File: config.mk
export PLATFORM = sky130hd
export DESIGN_NAME = icache_fetch_ctrl
export DESIGN_NICKNAME = d
export VERILOG_FILES = /design/src/rtl/icache_fetch_ctrl.sv
export SDC_FILE = /design/constraint.sdc
export NUM_CORES = 1
export LEC_CHECK = 0
export ABC_AREA = 1
export BUFFER_PORTS_ARGS = -buffer_cell sky130_fd_sc_hd__buf_2
export CAP_MARGIN = 40
export CORE_AREA = 2 2 160 178
export CTS_CLUSTER_DIAMETER = 200
export DETAILED_ROUTE_END_ITERATION = 16
export DIE_AREA = 0 0 162 180
export GPL_TIMING_DRIVEN = 0
export MAX_ROUTING_LAYER = met4
export PLACE_DENSITY = 0.83
export SETUP_SLACK_MARGIN = 0.1
export SYNTH_ARGS = -nofsm -noshare
export SYNTH_HDL_FRONTEND = slang
export SYNTH_SLANG_ARGS = --single-unit
export TNS_END_PERCENT = 50
File: constraint.sdc
create_clock -name clk_i -period 9 [get_ports clk_i]
set_clock_uncertainty 0.15 [all_clocks]
set_input_delay 1.35 -clock clk_i [delete_from_list [all_inputs] [get_ports clk_i]]
set_output_delay 1.35 -clock clk_i [all_outputs]
set_load 0.005 [all_outputs]
File: src/rtl/icache_fetch_ctrl.sv
// Fetch-to-icache request sequencer: one pending address, bounded outstanding
// requests, in-order response pairing and flush-time draining of stale responses.
module icache_fetch_ctrl #(
  parameter int unsigned XLEN    = 64,
  parameter int unsigned DATA_W  = 32,
  parameter int unsigned MAX_OUT = 4
) (
  input  logic                         clk_i,
  input  logic                         rst_i,
  input  logic                         flush_i,
  input  logic [XLEN-1:0]              req_addr_i,
  input  logic                         req_valid_i,
  output logic                         req_ready_o,
  output logic [XLEN-1:0]              ic_addr_o,
  output logic                         ic_addr_valid_o,
  input  logic                         ic_addr_ready_i,
  input  logic [DATA_W-1:0]            ic_data_i,
  input  logic                         ic_data_valid_i,
  output logic                         ic_data_ready_o,
  output logic [DATA_W-1:0]            rsp_data_o,
  output logic [XLEN-1:0]              rsp_addr_o,
  output logic                         rsp_valid_o,
  input  logic                         rsp_ready_i,
  output logic [$clog2(MAX_OUT+1)-1:0] outstanding_o,
  output logic                         idle_o
);

  localparam int unsigned CW = $clog2(MAX_OUT + 1);
  localparam int unsigned PW = $clog2(MAX_OUT);
  localparam logic [CW-1:0] MAX_CNT = CW'(MAX_OUT);

  typedef enum logic {
    RUN,
    DRAIN
  } state_t;

  state_t            state, state_next;
  logic [CW-1:0]     drop_cnt, drop_next;
  logic [CW-1:0]     outstanding;
  logic              pend_valid;
  logic [XLEN-1:0]   pend_addr;
  logic              rsp_valid;
  logic [XLEN-1:0]   rsp_addr;
  logic [DATA_W-1:0] rsp_data;
  logic [XLEN-1:0]   fifo_mem [MAX_OUT];
  logic [PW-1:0]     wr_ptr, rd_ptr;

  logic req_hs, addr_hs, data_hs, rsp_load;

  assign req_ready_o     = !pend_valid && !flush_i;
  assign ic_addr_o       = pend_addr;
  assign ic_addr_valid_o = pend_valid && (outstanding < MAX_CNT) && !flush_i;
  assign ic_data_ready_o = (state == DRAIN) ? 1'b1 : (!rsp_valid || rsp_ready_i);

  assign req_hs  = req_valid_i && req_ready_o;
  assign addr_hs = ic_addr_valid_o && ic_addr_ready_i;
  assign data_hs = ic_data_valid_i && ic_data_ready_o;
  // Responses are delivered only in RUN and never in a flush cycle.
  assign rsp_load = data_hs && (state == RUN) && !flush_i;

  assign rsp_valid_o   = rsp_valid;
  assign rsp_addr_o    = rsp_addr;
  assign rsp_data_o    = rsp_data;
  assign outstanding_o = outstanding;
  assign idle_o        = !pend_valid && (outstanding == '0) && !rsp_valid;

  always_comb begin
    state_next = state;
    drop_next  = drop_cnt;
    if (flush_i) begin
      // Everything already issued is stale, minus a response consumed this cycle.
      drop_next  = outstanding - CW'(data_hs);
      state_next = (drop_next != '0) ? DRAIN : RUN;
    end else if (state == DRAIN && data_hs) begin
      drop_next = drop_cnt - 1'b1;
      if (drop_cnt == CW'(1)) state_next = RUN;
    end
  end

  always_ff @(posedge clk_i) begin
    if (rst_i) begin
      state    <= RUN;
      drop_cnt <= '0;
    end else begin
      state    <= state_next;
      drop_cnt <= drop_next;
    end
  end

  always_ff @(posedge clk_i) begin
    if (rst_i) begin
      pend_valid <= 1'b0;
      pend_addr  <= '0;
    end else if (flush_i) begin
      pend_valid <= 1'b0;
    end else if (req_hs) begin
      pend_valid <= 1'b1;
      pend_addr  <= req_addr_i;
    end else if (addr_hs) begin
      pend_valid <= 1'b0;
    end
  end

  always_ff @(posedge clk_i) begin
    if (rst_i) begin
      outstanding <= '0;
    end else begin
      case ({addr_hs, data_hs})
        2'b10:   outstanding <= outstanding + 1'b1;
        2'b01:   outstanding <= outstanding - 1'b1;
        default: outstanding <= outstanding;
      endcase
    end
  end

  always_ff @(posedge clk_i) begin
    if (addr_hs) fifo_mem[wr_ptr] <= pend_addr;
  end

  always_ff @(posedge clk_i) begin
    if (rst_i) begin
      wr_ptr <= '0;
      rd_ptr <= '0;
    end else begin
      if (addr_hs) wr_ptr <= wr_ptr + 1'b1;
      if (data_hs) rd_ptr <= rd_ptr + 1'b1;
    end
  end

  always_ff @(posedge clk_i) begin
    if (rst_i) begin
      rsp_valid <= 1'b0;
      rsp_addr  <= '0;
      rsp_data  <= '0;
    end else if (flush_i) begin
      rsp_valid <= 1'b0;
    end else if (rsp_load) begin
      rsp_valid <= 1'b1;
      rsp_addr  <= fifo_mem[rd_ptr];
      rsp_data  <= ic_data_i;
    end else if (rsp_ready_i) begin
      rsp_valid <= 1'b0;
    end
  end

  a_no_underflow: assert property (@(posedge clk_i) disable iff (rst_i)
    data_hs |-> (outstanding != '0));

endmodule

==> flow_summary.yaml <==
drt:
  maxUsedRoutingLayer: "met4"
  drc: 0
  wirelength_met1_um: 14990
  firstDrtPassIters: 5
  via_count: 12030
  dr_wl_met2_um: 20130
  drtAntennaViolNets: 0
  routed_wl_um: 39620
  wl_per_cell_um: 17.95
  met3_length_um: 3260
  drtIter0Drc: 982
  drt-vias-per-instance: 5.451
synth:
  yosysTopAreaCell: "edfxtp_1"
  yosysWarnings: 0
  syn_area_um2: 16170
  synth_area_leaders: "edfxtp_1 (48%), dfxtp_1 (21%), o21ai_0 (8.0%), nor2_1 (7.7%), a21oi_1 (3.3%)"
  syn_nets: 1598
  avgSynthCellArea_um2: 10.88
  synth.ff_latch_count: 429
  ys_types: 27
  synthCells: 1486
  synth-seq-area-share: 0.6895
  synth_top_area_share: 0.4754
cts:
  cts-resized-gates: 0
  htree_levels: 2
  clk_path_buf_depth: 3
  root_buffer: "clkbuf_16"
  cts_sinks: 429
  postCtsSetupBuffers: 0
  ctsHoldBuffers: 0
  cts_tree: "yes"
  clk-insertion-delay-late_ns: 0.53
  clkTransAtPathRegs_ns: 0.06
  numCtsBuffers: 42
placed_design:
  pre_cts_ws_ns: 5.577
  dp_hpwl_um: 26290
  port_buffers: 269
  dpl_cell_area_um2: 18280
  gp_congestion: 0.8604
hold_path:
  hold_path.class: "flip-flop to flip-flop"
  min_from: "rsp_data_o[1]"
floorplanning:
  core.rowCount: 64
  die_y_um: 180
  core_area_um2: 27390
  die_width_um: 162
  die-area_um2: 29160
  initial_core_util: 0.5905
  pin_count: 271
critical_path:
  cpMostUsedCell: "buf_2"
  timing.rr.end: "outstanding_o[2]"
  cp.buffers_inverters: 2
  worstRegToRegCells: 12
  rr_startpoint: "outstanding_o[2]"
  crit_type: "primary input to output pin"
  end_kind: "output pin"
  arrival_ns: 1.84
  crit_path_start_kind: "primary input"
  crit_path_top_delay_cell: "nor2_1"
  cpPeakStageDelay_ns: 0.18
  worst-path-max-fanout: 6
  endpoint: "ic_addr_valid_o"
  path_delay_family: "buffers and inverters"
  cp.required_ns: 7.50
  path_depth: 3
  crit_chain: "buf_2, nor2_1, buf_2"
  r2r_setup_slack_ns: 6.39
  startpoint: "flush_i"
timing:
  max_slew_margin: 0.4966
  layout_min_cycle_time_ns: 3.343
  setup_tns_ns: 0
  finalCritPeriodShare: 0.3715
  hold_violations: 0
  setup_viol: 0
  setup_ws_ns: 5.657
  fmax_mhz: 299.1
  max_slew.worst_pin.slew_ns: 0.7551
  rsz0062_at_grt: "no"
  slew_violations: 0
cells_and_area:
  mostFrequentLayoutCells: "nor2_1 (327), buf_2 (306), o21ai_0 (257)"
  fillers: 1878
  finish.instance_area_um2: 19700
  antenna_cells: 0
  final_common_cell: "nor2_1"
  area_growth_pct: 21.79
  final_nets: 1922
  regArea_um2: 11150
  drive_gt1_frac: 0.2251
  multi_input_area_um2: 4073
power_and_ir_drop:
  peakVddDrop_mv: 0.1722
  leakagePower_nw: 7.770
  p_per_area_nw_per_um2: 221.7
global_routing:
  grt_pass1_vias: 11620
  grt_max_degree: 27
  antenna_found_initial: 0
  grt_pass1_wl_um: 60830
  track_usage: 0.2773
  grt_overflow_total: 0
run_status:
  outcome: "complete, no violations"
flow_run:
  drv_cap: 0
==> flip-flops by register name, summed over array words and instances (netlist names) <==
name,count
drop_cnt,3
fifo_mem,256
ic_addr_o,64
outstanding_o,3
pend_valid,1
rd_ptr,2
rsp_addr_o,64
rsp_data_o,32
rsp_valid_o,1
state,1
wr_ptr,2
==> worst register-to-register path, cell delays in order (launching register included) <==
cell and delay (ns):
dfxtp_1 0.40, inv_1 0.12, nand2_1 0.08, nor2_1 0.06, nand2_1 0.44, ha_1 0.24, inv_1 0.07, fa_1 0.39
a21oi_1 0.17, o21ai_0 0.18, nand2_1 0.09, nand2_1 0.06, nor2_1 0.11
==> cell families (layout without fill, tap and decap cells) <==
family	Yosys count	after routing	synth area share
AOI/OAI and AO/OA	469	469	0.1554
and+or+nand+nor	363	363	0.08665
xor gates and xnor gates	1	1	0.0005417
DFF	429	429	0.6895
buffers and inverters	215	573	0.06050
adders and majority gates	9	9	0.007428
==> worst min path at each step <==
stage / endpoint / slack [ns] / cells after the start
CTS: rsp_data_o[9] / 0.29 / 2
global route: rsp_data_o[16] / 0.31 / 2
finish: rsp_data_o[1] / 0.29 / 2
global placement: rsp_data_o[23] / 0.28 / 2
detailed placement: rsp_data_o[9] / 0.28 / 2
floorplan: rsp_data_o[0] / 0.29 / 2
==> layer usage <==
layer	GRT usage	up-vias
met1	0.3307	5641
met2	0.4689	580
met5	-	-
li1	-	5716
met3	0.04822	94
met4	0.1108	0
==> report_power, final <==
part           switching (W)  internal [W]  total [W]  leakage [nW]
logic               0.000231      0.000153   0.000384          3.30
clock network       0.000717       0.00107    0.00178         0.689
registers          0.0000549       0.00215    0.00220          3.78
total                0.00100       0.00336    0.00437          7.77
==> Yosys cell counts, drive strengths merged <==
master	count
inv	120
buf	61
dfxtp	173
o211ai	1
nand3	6
clkbuf	34
o21a	65
nor3	1
or2	2
fa	1
o21ai	295
a21oi	108
nand2	20
nor2	332
nand4	2
xor2	1
ha	8
edfxtp	256
==> through the flow <==
| stage | instances | util | total power [W] | hold slack, ns |
|---|---|---|---|---|
| 2_1_floorplan | 1486 | - | 0.002445 | 0.2896 |
| 3_3_place_gp | 2118 | 0.6563 | 0.002603 | 0.2786 |
| 3_5_place_dp | 2129 | 0.6673 | 0.002618 | 0.2825 |
| 4_1_cts | 2207 | 0.7192 | 0.004371 | 0.2927 |
| 5_1_grt | 2207 | 0.7192 | 0.004510 | 0.3146 |
| 6_report | 2207 | 0.7192 | 0.004366 | 0.2918 |
==> cell type report <==
| type | instances | share of cell area |
|---|---|---|
| plain buffers | 95 | 0.02681 |
| clock buffers | 55 | 0.05959 |
| clock inverters | 23 | 0.01252 |
| inverters | 120 | 0.02287 |
| multi-input cells | 842 | 0.2068 |
| flip-flops and latches | 429 | 0.5662 |
| well taps | 363 | 0.02306 |
| repair buffers | 280 | 0.08221 |
No activity file was read; power rests on OpenSTA's default activity.
